**src/rtl/pipe_add_sub_pkg.sv**
```systemverilog
// Shared definitions for the pipelined adder/subtractor: op encoding, flag bundle
// and the per-stage chunk width helper.
package pipe_add_sub_pkg;

  localparam logic OP_ADD = 1'b0;
  localparam logic OP_SUB = 1'b1;

  typedef struct packed {
    logic carry;
    logic overflow;
    logic zero;
  } flags_t;

  function automatic int chunk_w(input int width, input int stages);
    if (stages < 1) begin
      return 0;
    end else begin
      return width / stages;
    end
  endfunction

endpackage

```
**src/rtl/add_chunk.sv**
```systemverilog
// Combinational W-bit ripple adder with carry in/out; each bit is a full-add cell
// made of two half-add steps whose carries are OR-merged.
module add_chunk
  import pipe_add_sub_pkg::*;
#(
  parameter int W = 8
) (
  input  logic [W-1:0] a,
  input  logic [W-1:0] b,
  input  logic         cin,
  output logic [W-1:0] sum,
  output logic         cout
);

  logic carry_s;
  logic half_s;

  // ripple the carry from bit 0 upward
  always_comb begin
    sum     = {W{1'b0}};
    carry_s = cin;
    half_s  = 1'b0;
    for (int i = 0; i < W; i++) begin
      half_s  = a[i] ^ b[i];
      sum[i]  = half_s ^ carry_s;
      carry_s = (a[i] & b[i]) | (half_s & carry_s);
    end
    cout = carry_s;
  end

endmodule

```
**src/rtl/pipe_add_sub.sv**
```systemverilog
// Pipelined two's-complement add/sub with valid/ready flow control; one CHUNK of the
// carry chain resolves per stage. Optional result saturation: PIPE_ADD_SUB_SAT_EN.
module pipe_add_sub
  import pipe_add_sub_pkg::*;
#(
  parameter int WIDTH  = 32,
  parameter int STAGES = 4
) (
  input  logic             clk,
  input  logic             rst,
  input  logic             in_valid,
  output logic             in_ready,
  input  logic [WIDTH-1:0] a,
  input  logic [WIDTH-1:0] b,
  input  logic             op,
`ifdef PIPE_ADD_SUB_SAT_EN
  input  logic             sat,
`endif
  output logic             out_valid,
  input  logic             out_ready,
  output logic [WIDTH-1:0] result,
  output logic             carry_out,
  output logic             overflow,
  output logic             zero
);

  localparam int CHUNK = chunk_w(WIDTH, STAGES);
  localparam int LAST  = STAGES - 1;

  if ((WIDTH < 2) || (STAGES < 1) || (CHUNK * STAGES != WIDTH)) begin : g_bad_param
    $fatal(1, "pipe_add_sub: illegal WIDTH/STAGES combination");
  end

  logic             v_r   [STAGES];
  logic             c_r   [STAGES];
  logic [WIDTH-1:0] res_r [STAGES];
  logic [WIDTH-1:0] a_r   [STAGES];
  logic [WIDTH-1:0] b_r   [STAGES];
  flags_t           flags_r;

  logic             src_v    [STAGES];
  logic             src_c    [STAGES];
  logic [WIDTH-1:0] src_a    [STAGES];
  logic [WIDTH-1:0] src_b    [STAGES];
  logic [WIDTH-1:0] src_res  [STAGES];
  logic [WIDTH-1:0] res_nx_s [STAGES];
  logic [CHUNK-1:0] sum_s    [STAGES];
  logic             cout_s   [STAGES];
  logic             adv_s    [STAGES];

`ifdef PIPE_ADD_SUB_SAT_EN
  logic sat_r   [STAGES];
  logic src_sat [STAGES];
`endif

  logic [WIDTH-1:0] fin_res_s;
  flags_t           fin_flags_s;
  logic             sign_a_s;
  logic             sign_b_s;
  logic             ovf_s;

  // Stage 0 takes the ports (B inverted, carry-in 1 for SUB); later stages take the prior registers.
  for (genvar k = 0; k < STAGES; k++) begin : g_stage
    if (k == 0) begin : g_head
      assign src_v[k]   = in_valid & in_ready;
      assign src_a[k]   = a;
      assign src_b[k]   = (op == OP_SUB) ? ~b : b;
      assign src_c[k]   = (op == OP_SUB) ? 1'b1 : 1'b0;
      assign src_res[k] = {WIDTH{1'b0}};
`ifdef PIPE_ADD_SUB_SAT_EN
      assign src_sat[k] = sat;
`endif
    end else begin : g_body
      assign src_v[k]   = v_r[k-1];
      assign src_a[k]   = a_r[k-1];
      assign src_b[k]   = b_r[k-1];
      assign src_c[k]   = c_r[k-1];
      assign src_res[k] = res_r[k-1];
`ifdef PIPE_ADD_SUB_SAT_EN
      assign src_sat[k] = sat_r[k-1];
`endif
    end

    add_chunk #(.W(CHUNK)) u_chunk (
      .a    (src_a[k][k*CHUNK +: CHUNK]),
      .b    (src_b[k][k*CHUNK +: CHUNK]),
      .cin  (src_c[k]),
      .sum  (sum_s[k]),
      .cout (cout_s[k])
    );

    // bits above the resolved chunks are still zero, so OR-ing merges the new chunk
    assign res_nx_s[k] = src_res[k] | (WIDTH'(sum_s[k]) << (k * CHUNK));
  end

  // a stage may load when it is empty or its successor is moving on
  always_comb begin
    adv_s[LAST] = ~v_r[LAST] | out_ready;
    for (int k = LAST - 1; k >= 0; k--) begin
      adv_s[k] = ~v_r[k] | adv_s[k+1];
    end
  end

  assign in_ready = adv_s[0] & ~rst;

  // final stage: signed overflow, optional clamp and zero detect on the delivered value
  always_comb begin
    sign_a_s  = src_a[LAST][WIDTH-1];
    sign_b_s  = src_b[LAST][WIDTH-1];
    ovf_s     = (sign_a_s == sign_b_s) && (res_nx_s[LAST][WIDTH-1] != sign_a_s);
    fin_res_s = res_nx_s[LAST];
`ifdef PIPE_ADD_SUB_SAT_EN
    if (src_sat[LAST] && ovf_s) begin
      fin_res_s = sign_a_s ? {1'b1, {(WIDTH-1){1'b0}}} : {1'b0, {(WIDTH-1){1'b1}}};
    end else begin
      fin_res_s = res_nx_s[LAST];
    end
`endif
    fin_flags_s.carry    = cout_s[LAST];
    fin_flags_s.overflow = ovf_s;
    fin_flags_s.zero     = ~|fin_res_s;
  end

  // pipeline registers; the last stage doubles as the output register
  always_ff @(posedge clk or posedge rst) begin
    if (rst) begin
      for (int k = 0; k < STAGES; k++) begin
        v_r[k]   <= 1'b0;
        c_r[k]   <= 1'b0;
        res_r[k] <= {WIDTH{1'b0}};
        a_r[k]   <= {WIDTH{1'b0}};
        b_r[k]   <= {WIDTH{1'b0}};
`ifdef PIPE_ADD_SUB_SAT_EN
        sat_r[k] <= 1'b0;
`endif
      end
      flags_r <= flags_t'(3'b000);
    end else begin
      for (int k = 0; k < STAGES; k++) begin
        if (adv_s[k]) begin
          v_r[k] <= src_v[k];
          if (src_v[k]) begin
            c_r[k]   <= cout_s[k];
            a_r[k]   <= src_a[k];
            b_r[k]   <= src_b[k];
            res_r[k] <= (k == LAST) ? fin_res_s : res_nx_s[k];
`ifdef PIPE_ADD_SUB_SAT_EN
            sat_r[k] <= src_sat[k];
`endif
          end
        end
      end
      if (adv_s[LAST] && src_v[LAST]) begin
        flags_r <= fin_flags_s;
      end
    end
  end

  assign out_valid = v_r[LAST];
  assign result    = res_r[LAST];
  assign carry_out = flags_r.carry;
  assign overflow  = flags_r.overflow;
  assign zero      = flags_r.zero;

endmodule

```
**config.mk**
```make
export PLATFORM = sky130hd
export DESIGN_NAME = pipe_add_sub
export DESIGN_NICKNAME = d
export VERILOG_FILES = /design/src/rtl/pipe_add_sub_pkg.sv /design/src/rtl/add_chunk.sv /design/src/rtl/pipe_add_sub.sv
export SDC_FILE = /design/constraint.sdc
export NUM_CORES = 1
export LEC_CHECK = 0
export CAP_MARGIN = 30
export CORE_MARGIN = 2
export CORE_UTILIZATION = 55
export DETAILED_ROUTE_END_ITERATION = 7
export PLACE_DENSITY = 0.79
export SLEW_MARGIN = 10
export SYNTH_ARGS = -nofsm -noshare
export SYNTH_HDL_FRONTEND = slang
export SYNTH_HIERARCHICAL = 1
export SYNTH_SLANG_ARGS = --single-unit
```
**constraint.sdc**
```tcl
create_clock -name clk -period 7.3 [get_ports clk]
set_clock_uncertainty 0.2 [all_clocks]
set_input_delay 0.73 -clock clk [delete_from_list [all_inputs] [get_ports clk]]
set_output_delay 0.73 -clock clk [all_outputs]
set_load 0.05 [all_outputs]
```
Word-level counts from Yosys, hierarchy flattened
Cells that the tools add are included.
{"block": "totals", "ff_bits": 306, "in_bits": 69, "output_inout_bits": 37, "elab_cells": 207}
{"block": "classes", "eq_ne": 2, "mux": 2, "bitwise_logic": 175, "n_reduce_logical": 8}
{"op": "$and A1 B1 Y1", "count": 66}
{"op": "$xor A1 B1 Y1", "count": 64}
{"op": "$or A1 B1 Y1", "count": 36}
{"op": "$mux W32", "count": 1}
{"op": "$not A32 Y32", "count": 1}
{"op": "$or A32 B24 Y32", "count": 1}
{"op": "$or A32 B32 Y32", "count": 1}
{"op": "$reduce_or A32 Y1", "count": 1}
{"op": "$or A8 B16 Y16", "count": 1}
{"op": "$reduce_and A2 Y1", "count": 4}
{"op": "$not A1 Y1", "count": 5}
{"op": "$logic_and A1 B1 Y1", "count": 2}
{"op": "$eq A1 B1 Y1", "count": 1}
{"op": "$logic_not A1 Y1", "count": 1}
{"op": "$mux W1", "count": 1}
{"op": "$ne A1 B1 Y1", "count": 1}

Logic depth before layout (Yosys ltp)
Gate-level depths: netlist (run 1).
{"block": "logic_depth", "ltp_word": 19, "ltp_mapped": 16, "depth_no_buf": 15}

Modules after synthesis
Netlist (run 1), hierarchy kept.
{"module": "pipe_add_sub", "instances": 1, "cells_each": 451, "area_per_inst_um2": 7427.1, "seq_area_each_um2": 4654.5}
{"module": "add_chunk", "instances": 4, "cells_each": 18, "area_per_inst_um2": 197.7, "seq_area_each_um2": 0.0}

Least setup slack after synthesis (run 1)
OpenSTA, ideal clock, no wires.
{"block": "synth_timing", "path_kind": "input to register", "from": "input op", "to": "register res_r[103] in the netlist's numbering", "setup_ns": 0.064, "t_arrival_ns": 4.414, "t_required_ns": 7.036, "path_slack_ns": 2.622, "cell_stages": 16, "path_buffers": 2, "path_cell_list": "clkbuf_1 > buf_2 > xor2_1 > inv_1 > fa_1 > inv_1 > fa_1 > fa_1 > fa_1 > fa_1 > fa_1 > fa_1 > inv_1 > fa_1 > inv_1 > mux2_4"}
{"element": "start: declaration", "line": "pipe_add_sub.sv:15", "source": "input logic op,"}
{"element": "end signal: indexed assignment", "line": "pipe_add_sub.sv:130", "source": "res_r[k] <= {WIDTH{1'b0}};"}
{"element": "end signal: indexed assignment", "line": "pipe_add_sub.sv:146", "source": "res_r[k] <= (k == LAST) ? fin_res_s : res_nx_s[k];"}
{"element": "end: declaration", "line": "pipe_add_sub.sv:36", "source": "logic [WIDTH-1:0] res_r [STAGES];"}

==> flow_metrics.tcl, run 1 <==
set metrics [dict create \
    cts_setup_buffers 0 \
    ys_ff_latch 186 \
    grt_overflow 0 \
    post_cts_resize_count 0 \
    post_synth.cell_area_avg_um2 15.71 \
    synth_top_family_by_area "multiplexers" \
    setup_tns_ns 0 \
    crit_type "primary input to register" \
    viasPerCell 5.292 \
    post-route-drc-count 0 \
    critPathSlowestCell "buf_2" \
    synth_top_area_share_pct 56.64 \
    syn_area_um2 8218 \
    drv_slew 0 \
    final_nets 731 \
    power_uw 3956 \
    reg2reg_to "overflow" \
    p_int_uw 2627 \
    hold_depth 1 \
    num_rows 44 \
    seqPwrFrac_pct 41.6 \
    io_pins 106 \
    setup_viol 0 \
    core_area_um2 14590 \
    crit_required_ns 7.46 \
    synthTopCellsByArea "dfrtp_1, mux2_2, fa_1, mux2_4, xor2_1" \
    track_usage_pct 20.09 \
    min_to "a_r[85]" \
    outcome "complete, no violations" \
    drt_pass1_iterations 4 \
    drv_cap 0 \
    swShare_pct 33.60 \
    die_h_um 126.2 \
    die_w_um 126.2 \
    hpwl_um 9880 \
    gp_congestion 0.7550 \
    switching_power_uw 1329 \
    drt-total-wl_um 14820 \
    die_area_um2 15940 \
    h-tree-depth 4 \
    rsz0062_at_grt "false" \
    crit_chain "buf_2 -> xor2_1 -> inv_1 -> fa_1 -> inv_1 -> fa_1 -> fa_1 -> fa_1 -> fa_1 -> fa_1 -> fa_1 -> inv_1 -> fa_1 -> inv_1 -> mux2_4" \
    post-synth-top-area-cell "dfrtp_1" \
    wl_per_cell_um 17.94 \
    vias 4371 \
    fin_crit_ns 4.545 \
    multi_input_area_um2 3276 \
    netlist_instances 523 \
    cts_tree "done" \
    rrSetupSlack_ns 2.87 \
    yosysSeqAreaShare_pct 56.64 \
    drtIter0Drc 176 \
    synthSimpleGateAreaFrac_pct 1.873 \
    critPathCaptureType "register" \
    area_delta_synth_final_pct 22.55 \
    power-per-cell-area_nw_per_um2 392.8 \
    max_stage_delay_ns 0.47 \
    final_util_pct 69.03 \
    muxShareOfSynthArea_pct 26.17 \
    crit_fanout 19 \
    max_slew.worst_pin.slew_ns 0.9613 \
    synth-xor-area-share_pct 3.410 \
    reg2reg_depth 14 \
    start_util_pct 56.33 \
    clockRootBuffer "clkbuf_16" \
    ff_latch_area_um2 4654 \
    numCtsBuffers 17 \
    slew_headroom_pct 35.91 \
    synth.distinct_cells 23 \
    port_buffers 105 \
    vdd_drop_max_mv 0.2750 \
    drive_above_1_share_pct 34.42 \
    grt_pass1_vias 4905 \
    fillers 970 \
    grt_pass1_wl_um 24610 \
    hp-class "register to register" \
    ant_nets 0 \
    finalCritPeriodShare_pct 62.27 \
    final_cell_mix "dfrtp_1, mux2_2, clkdlybuf4s50_1, inv_1" \
    holdCritStartpoint "a_r[117]" \
    ctsHoldBuffers 0 \
    max_freq_mhz 220.0 \
    cp-start-kind "primary input" \
    n_antenna_cell 0 \
    synthesis.nets 624 \
    antenna_found_initial 0 \
    synth_compound_area_share_pct 0.4568 \
    clkTransAtPathRegs_ns 0.06 \
    grt_max_degree 115 \
    rr_startpoint "a_r[56]" \
    comb_power_share_pct 34.8 \
    cpMostUsedCell "fa_1" \
    yosys_warnings 6 \
    p_leak_uw 0.004459 \
    finalHoldViolCount 0 \
    clk_path_buf_depth 2 \
    cts_num_sinks 186 \
    p_clk_share_pct 23.6 \
    cp.arrival_ns 4.70 \
    synthAdderAreaFrac_pct 7.795 \
    final_common_cell "dfrtp_1" \
    insertion_delay_ns 0.42 \
]
-- synth_stat cells --
cell	number
a21oi_2	1
nand2b_1	5
and4b_4	1
or2_2	1
dfrtp_1	186
o31ai_1	1
o22ai_1	1
nand3b_1	1
mux2_1	2
buf_2	15
mux2_2	149
nand4_1	2
nand2b_4	1
xor2_1	32
nand2_1	5
clkbuf_1	1
a21bo_2	1
mux2_4	30
buf_6	6
fa_1	32
inv_1	41
nor4_1	8
a21oi_1	1
-- worst max-delay path: cells and delay by family --
kind	cells	cell delay (ns)
muxes	1	0.13
buffers and inverters	5	0.75
xor gates and xnor gates	1	0.13
adders and majority gates	8	2.94
-- layer usage --
| layer | GRT usage (%) | routed length, um | vias up |
|---|---|---|---|
| li1 | - | - | 1973 |
| met4 | 8.080 | 320 | 0 |
| met3 | 4.715 | 555 | 29 |
| met2 | 34.12 | 7666 | 91 |
| met1 | 25.04 | 6278 | 2278 |
| met5 | 0 | 0 | - |
-- stage by stage --
| stage | instance area, um^2 | setup WS, ns | instances | hold slack, ns |
|---|---|---|---|---|
| 4_1_cts | 10040 | 2.722 | 825 | 0.2917 |
| 6_report | 10070 | 2.755 | 826 | 0.2841 |
| 5_1_grt | 10070 | 2.560 | 826 | 0.3111 |
| 2_1_floorplan | 8218 | 1.313 | 523 | 0.2541 |
| 3_5_place_dp | 9438 | 2.276 | 794 | 0.2756 |
| 3_3_place_gp | 9383 | 2.073 | 792 | 0.2672 |
-- state kept, by name, summed over array words and instances (netlist names) --
register,cells
res_r,48
result,32
b_r,48
zero,1
carry_out,1
c_r,3
out_valid,1
a_r,48
overflow,1
src_v,3
-- power by group through the flow --
stage	sequential [uW]	clock (uW)	combinational, uW
global placement	1640	0	1330
global route	1700	997	1490
floorplan	1920	0	641
CTS	1650	953	1400
finish	1650	932	1380
detailed placement	1670	0	1380
-- worst max-delay path by stage --
| stage | slack (ns) | endpoint | from | depth (start not counted) |
|---|---|---|---|---|
| after floorplan | 1.31 | a_r[104] | rst | 1 |
| after global routing | 2.56 | res_r[103] | op | 15 |
| after CTS | 2.72 | res_r[103] | op | 15 |
| after global placement | 2.07 | res_r[103] | op | 15 |
| final | 2.75 | res_r[103] | op | 15 |
| after detailed placement | 2.28 | res_r[103] | op | 15 |
-- cells by family after synthesis --
| kind of cell | Yosys count |
|---|---|
| simple gates | 24 |
| buf+inv | 63 |
| mux | 181 |
| fa+ha+maj | 32 |
| xor+xnor | 32 |
| compound gates | 5 |
| flops | 186 |
-- cell type report --
class	count	area share [%]
Sequential cell	186	46.22
Multi-Input combinational cell	274	32.53
Timing Repair Buffer	110	11.36
Clock buffer	24	4.883
Tap cell	184	2.286
Inverter	41	1.603
Clock inverter	7	1.131
No activity file was read; power rests on OpenSTA's default activity.
==> inputs of run 2 (changes only) <==
--- a/config.mk
+++ b/config.mk
@@ -7,9 +7,9 @@
 export LEC_CHECK = 0
 export CAP_MARGIN = 30
 export CORE_MARGIN = 2
-export CORE_UTILIZATION = 55
+export CORE_UTILIZATION = 50
 export DETAILED_ROUTE_END_ITERATION = 7
-export PLACE_DENSITY = 0.79
+export PLACE_DENSITY = 0.76
 export SLEW_MARGIN = 10
 export SYNTH_ARGS = -nofsm -noshare
 export SYNTH_HDL_FRONTEND = slang
==> constraint.sdc (replaced) <==
create_clock -name clk -period 3.8 [get_ports clk]
set_clock_uncertainty 0.2 [all_clocks]
set_input_delay 0.38 -clock clk [delete_from_list [all_inputs] [get_ports clk]]
set_output_delay 0.38 -clock clk [all_outputs]
set_load 0.05 [all_outputs]
==> flow_metrics.tcl, run 2 (synthesized netlist as in run 1, its figures left out) <==
set metrics [dict create \
    holdCritStartpoint "a_r[117]" \
    hpwl_um 10220 \
    outcome "complete, but fails checks" \
    final_cell_mix "dfrtp_1, mux2_2, clkdlybuf4s50_1, xor2_1" \
    numCtsBuffers 17 \
    drt-total-wl_um 15030 \
    rr_startpoint "a_r[56]" \
    pre_cts_ws_ns -0.4566 \
    h-tree-depth 4 \
    use_met2_pct 30.61 \
    wl_per_cell_um 17.37 \
    dp_cells 832 \
    port_buffers 105 \
    worst_slack_ns -0.2477 \
    final_common_cell "dfrtp_1" \
    final_cell_count_no_fill 865 \
    critPathCaptureType "register" \
    clkTransAtPathRegs_ns 0.07 \
    drtIter0Drc 151 \
    drv_slew 0 \
    use_met1_pct 24.10 \
    viasPerCell 4.975 \
    power-per-cell-area_nw_per_um2 755.2 \
    power_uw 7715 \
    die_h_um 132.2 \
    antenna_found_initial 0 \
    seqPwrFrac_pct 41.3 \
    num_rows 46 \
    clockRootBuffer "clkbuf_16" \
    grt_max_degree 100 \
    cp-start-kind "register" \
    cts_tree "done" \
    grt_pass1_vias 4722 \
    switching_power_uw 2617 \
    finalHoldViolCount 0 \
    met3_usage_pct 3.806 \
    clk_path_buf_depth 2 \
    drv_cap 0 \
    vias 4303 \
    p_leak_uw 0.004460 \
    ant_nets 0 \
    cts_num_sinks 186 \
    grt_overflow 0 \
    p_clk_share_pct 23.4 \
    crit_type "register to register" \
    cp.arrival_ns 4.15 \
    die_area_um2 17480 \
    area_delta_synth_final_pct 24.31 \
    io_pins 106 \
    grt_pass1_wl_um 24870 \
    insertion_delay_ns 0.42 \
    post-route-drc-count 0 \
    setup_viol 3 \
    drive_above_1_share_pct 40.37 \
    worstSetupStartpoint "a_r[56]" \
    die_w_um 132.2 \
    n_antenna_cell 0 \
    max_slew.worst_pin.slew_ns 0.9279 \
    rsz0062_at_grt "true" \
    p_int_uw 5098 \
    setup_tns_ns -0.4063 \
    hp-class "register to register" \
    crit_required_ns 3.91 \
    drt_pass1_iterations 4 \
    slew_headroom_pct 37.92 \
    core_area_um2 16000 \
    swShare_pct 33.92 \
    final_nets 738 \
    gr-max-usage-layer "met2" \
    fin_crit_ns 4.048 \
    largestRegisters "a_r (48), b_r (48), res_r (48)" \
    vdd_drop_max_mv 0.4192 \
    start_util_pct 51.36 \
    violations "negative setup slack" \
    max_freq_mhz 247.1 \
    finalCritPeriodShare_pct 106.5 \
    crit_fanout 4 \
    track_usage_pct 18.37 \
    comb_power_share_pct 35.4 \
    gp_congestion 0.8082 \
]
[run 2: layout make-up]
| class | count | area, um^2 |
|---|---|---|
| fill | 1208 | 5784 |
| inverter | 41 | 157.7 |
| timing repair buffer | 117 | 1186 |
| clock buffer | 22 | 444.2 |
| tap | 216 | 270.3 |
| clock inverter | 9 | 147.6 |
| sequential | 186 | 4654 |
| multi-input combinational | 274 | 3356 |
[run 2: power by group through the flow]
stage | Combinational (uW) | Clock, uW | Sequential [uW]
after floorplan | 1260 | 0 | 3690
after global placement | 2600 | 0 | 3170
after detailed placement | 2690 | 0 | 3210
after CTS | 2740 | 1830 | 3190
after global routing | 2940 | 1920 | 3290
final | 2730 | 1800 | 3180
[run 2: stage by stage]
step	utilization [%]	instance area, um^2	hold WS (ns)
global placement	59.52	9524	0.2746
floorplan	-	8269	0.2541
global route	63.85	10220	0.3113
finish	63.85	10220	0.2954
detailed placement	59.65	9544	0.2806
CTS	63.59	10170	0.3056
[run 2: path summary, 6_finish.rpt]
check	to	slack (ns)	depth (start not counted)
worst min-delay path	a_r[85]	0.30	1
max in group asynchronous	b_r[119]	2.64	3
worst max register to register	overflow	-0.25	14
min in group asynchronous	result[11]	0.34	3
worst max-delay path	overflow	-0.25	14
worst min register to register	a_r[85]	0.30	1
[run 2: routing by layer]
metal  part of all wire [%]  up-vias
met5                      0        -
met2                     50       78
met1                     45     2225
met4                    1.6        0
met3                    3.0       16
li1                       -     1984
[run 2: worst max-delay path: stages, from the launching register on]
cell and delay (ns):
dfrtp_1 0.39, inv_2 0.06, fa_1 0.17, inv_1 0.05
fa_2 0.35, fa_2 0.36, fa_2 0.35, fa_2 0.35
fa_2 0.35, fa_2 0.36, inv_2 0.06, fa_1 0.41
inv_2 0.11, o22ai_1 0.09, mux2_2 0.27
[run 2: timing repair]
action,4_1_cts,5_1_grt
setup buffers,1,1
hold buffers,0,0
hold endpoints to repair,0,0
gates resized for setup,13,16
pin swaps,1,9
setup endpoints to repair,8,9
==> inputs of run 3 (changes only) <==
--- a/config.mk
+++ b/config.mk
@@ -9,7 +9,7 @@
 export CORE_MARGIN = 2
 export CORE_UTILIZATION = 50
 export DETAILED_ROUTE_END_ITERATION = 7
-export PLACE_DENSITY = 0.76
+export PLACE_DENSITY = 0.74
 export SLEW_MARGIN = 10
 export SYNTH_ARGS = -nofsm -noshare
 export SYNTH_HDL_FRONTEND = slang
==> flow_metrics.tcl, run 3 (synthesized netlist as in run 1, its figures left out) <==
set metrics [dict create \
    max_freq_mhz 247.2 \
    crit_chain "inv_2 -> fa_1 -> inv_1 -> fa_2 -> fa_2 -> fa_2 -> fa_2 -> fa_2 -> fa_2 -> inv_2 -> fa_1 -> inv_2 -> o22ai_1 -> mux2_2" \
    drtIter0Drc 188 \
    drt_pass1_iterations 4 \
    post-route-drc-count 0 \
    vdd_drop_max_mv 0.3730 \
    gp_congestion 0.7523 \
    crit_type "register to register" \
    comb_power_share_pct 34.5 \
    clk_path_buf_depth 2 \
    p_clk_share_pct 25.0 \
    seqPwrFrac_pct 40.5 \
    cp.arrival_ns 4.15 \
    insertion_delay_ns 0.43 \
    die_area_um2 17480 \
    crit_fanout 4 \
    grt_overflow 0 \
    met3_usage_pct 4.575 \
    use_met2_pct 31.68 \
    setup_viol 2 \
    p_int_uw 5242 \
    start_util_pct 51.36 \
    drv_cap 0 \
    clockRootBuffer "clkbuf_16" \
    h-tree-depth 4 \
    area_delta_synth_final_pct 25.29 \
    power-per-cell-area_nw_per_um2 763.7 \
    viasPerCell 5.024 \
    fin_crit_ns 4.045 \
    grt_max_degree 83 \
    worst_slack_ns -0.2453 \
    final_common_cell "dfrtp_1" \
    fin_area_um2 10300 \
    max_stage_delay_ns 0.41 \
    violations "negative setup slack" \
    drt-total-wl_um 15100 \
    clkTransAtPathRegs_ns 0.06 \
    hpwl_um 10090 \
    grt_pass1_vias 5044 \
    slew_headroom_pct 37.36 \
    rsz0062_at_grt "true" \
    use_met1_pct 24.51 \
    track_usage_pct 18.82 \
    hp-class "primary input to async pin" \
    crit_buf_inv 4 \
    io_pins 106 \
    wl_per_cell_um 17.40 \
    grt_pass1_wl_um 25610 \
    gr-max-usage-layer "met2" \
    vias 4361 \
    final_cell_mix "dfrtp_1, mux2_2, clkdlybuf4s50_1, xor2_1, inv_1" \
    ant_nets 0 \
    cp-start-kind "register" \
    largestRegisters "a_r (48), b_r (48), res_r (48)" \
    critPathCaptureType "register" \
    numCtsBuffers 17 \
    core_area_um2 16000 \
    placed_area_um2 9529 \
    ctsHoldBuffers 0 \
    power_uw 7863 \
    p_leak_uw 0.004493 \
    finalHoldViolCount 0 \
    final_nets 741 \
    crit_required_ns 3.91 \
    outcome "complete, but fails checks" \
    cts_tree "done" \
    n_antenna_cell 0 \
    port_buffers 105 \
    cpMostUsedCell "fa_2" \
    max_slew.worst_pin.slew_ns 0.9363 \
    antenna_found_initial 0 \
    critPathSlowestCell "fa_1" \
    finalCritPeriodShare_pct 106.5 \
    drv_slew 0 \
    die_h_um 132.2 \
    swShare_pct 33.33 \
    cts_num_sinks 186 \
    cpLargestDelayFamily "adder cells" \
    die_w_um 132.2 \
    num_rows 46 \
    switching_power_uw 2621 \
    drive_above_1_share_pct 41.26 \
]
==> run 3: repair_timing <==
item,4_1_cts,5_1_grt
gates resized for setup,13,10
buffers inserted,0,0
setup endpoints to repair,8,8
==> run 3: final cells by class <==
| class | instances | area [um^2] |
|---|---|---|
| clock buffers | 21 | 480.5 |
| clock inverters | 10 | 187.7 |
| fillers | 1196 | 5704 |
| inverters | 41 | 157.7 |
| multi-input cells | 274 | 3344 |
| flip-flops and latches | 186 | 4654 |
| well taps | 216 | 270.3 |
| repair buffers | 120 | 1201 |
==> run 3: metrics by stage <==
stage,hold slack (ns),util [%],std cells,TNS [ns],setup WS [ns]
final,0.1453,64.35,868,-0.4640,-0.2453
after global routing,0.1480,64.35,868,-0.8152,-0.3612
after CTS,0.3059,63.91,866,-0.4814,-0.2469
after detailed placement,0.2892,59.56,835,-2.123,-0.4505
after global placement,0.2835,59.56,835,-1.790,-0.3757
after floorplan,0.2541,-,523,-0.3279,-0.1656
==> run 3: power by group through the flow <==
stage                     Sequential (uW)  Combinational (uW)  Clock (uW)
after detailed placement             3200                2690           0
after global routing                 3290                2930        2090
final                                3180                2720        1960
after global placement               3160                2610           0
after floorplan                      3690                1260           0
after CTS                            3190                2740        2010
==> run 3: worst reg2reg max path: cells and delay by family, from the launching register on <==
kind	cells	cell delay [ns]
DFF	1	0.40
buffers and inverters	4	0.29
adders and majority gates	8	2.69
muxes	1	0.27
AOI/OAI and AO/OA	1	0.09
==> run 3: final timing paths <==
kind	startpoint	to	slack [ns]	cells after the start
max in group asynchronous	rst	a_r[121]	2.61	4
hold / removal	rst	result[5]	0.15	3
setup reg to reg	a_r[56]	overflow	-0.25	14
hold reg to reg	result[15]	result[15]	0.30	1
min in group clk	result[15]	result[15]	0.30	1
setup / recovery	a_r[56]	overflow	-0.25	14
==> run 3: metal layers <==
| layer | vias to the layer above | wire (um) |
|---|---|---|
| li1 | 1984 | - |
| met1 | 2285 | 6728 |
| met2 | 80 | 7664 |
| met3 | 12 | 535 |
| met4 | 0 | 175 |
| met5 | - | 0 |
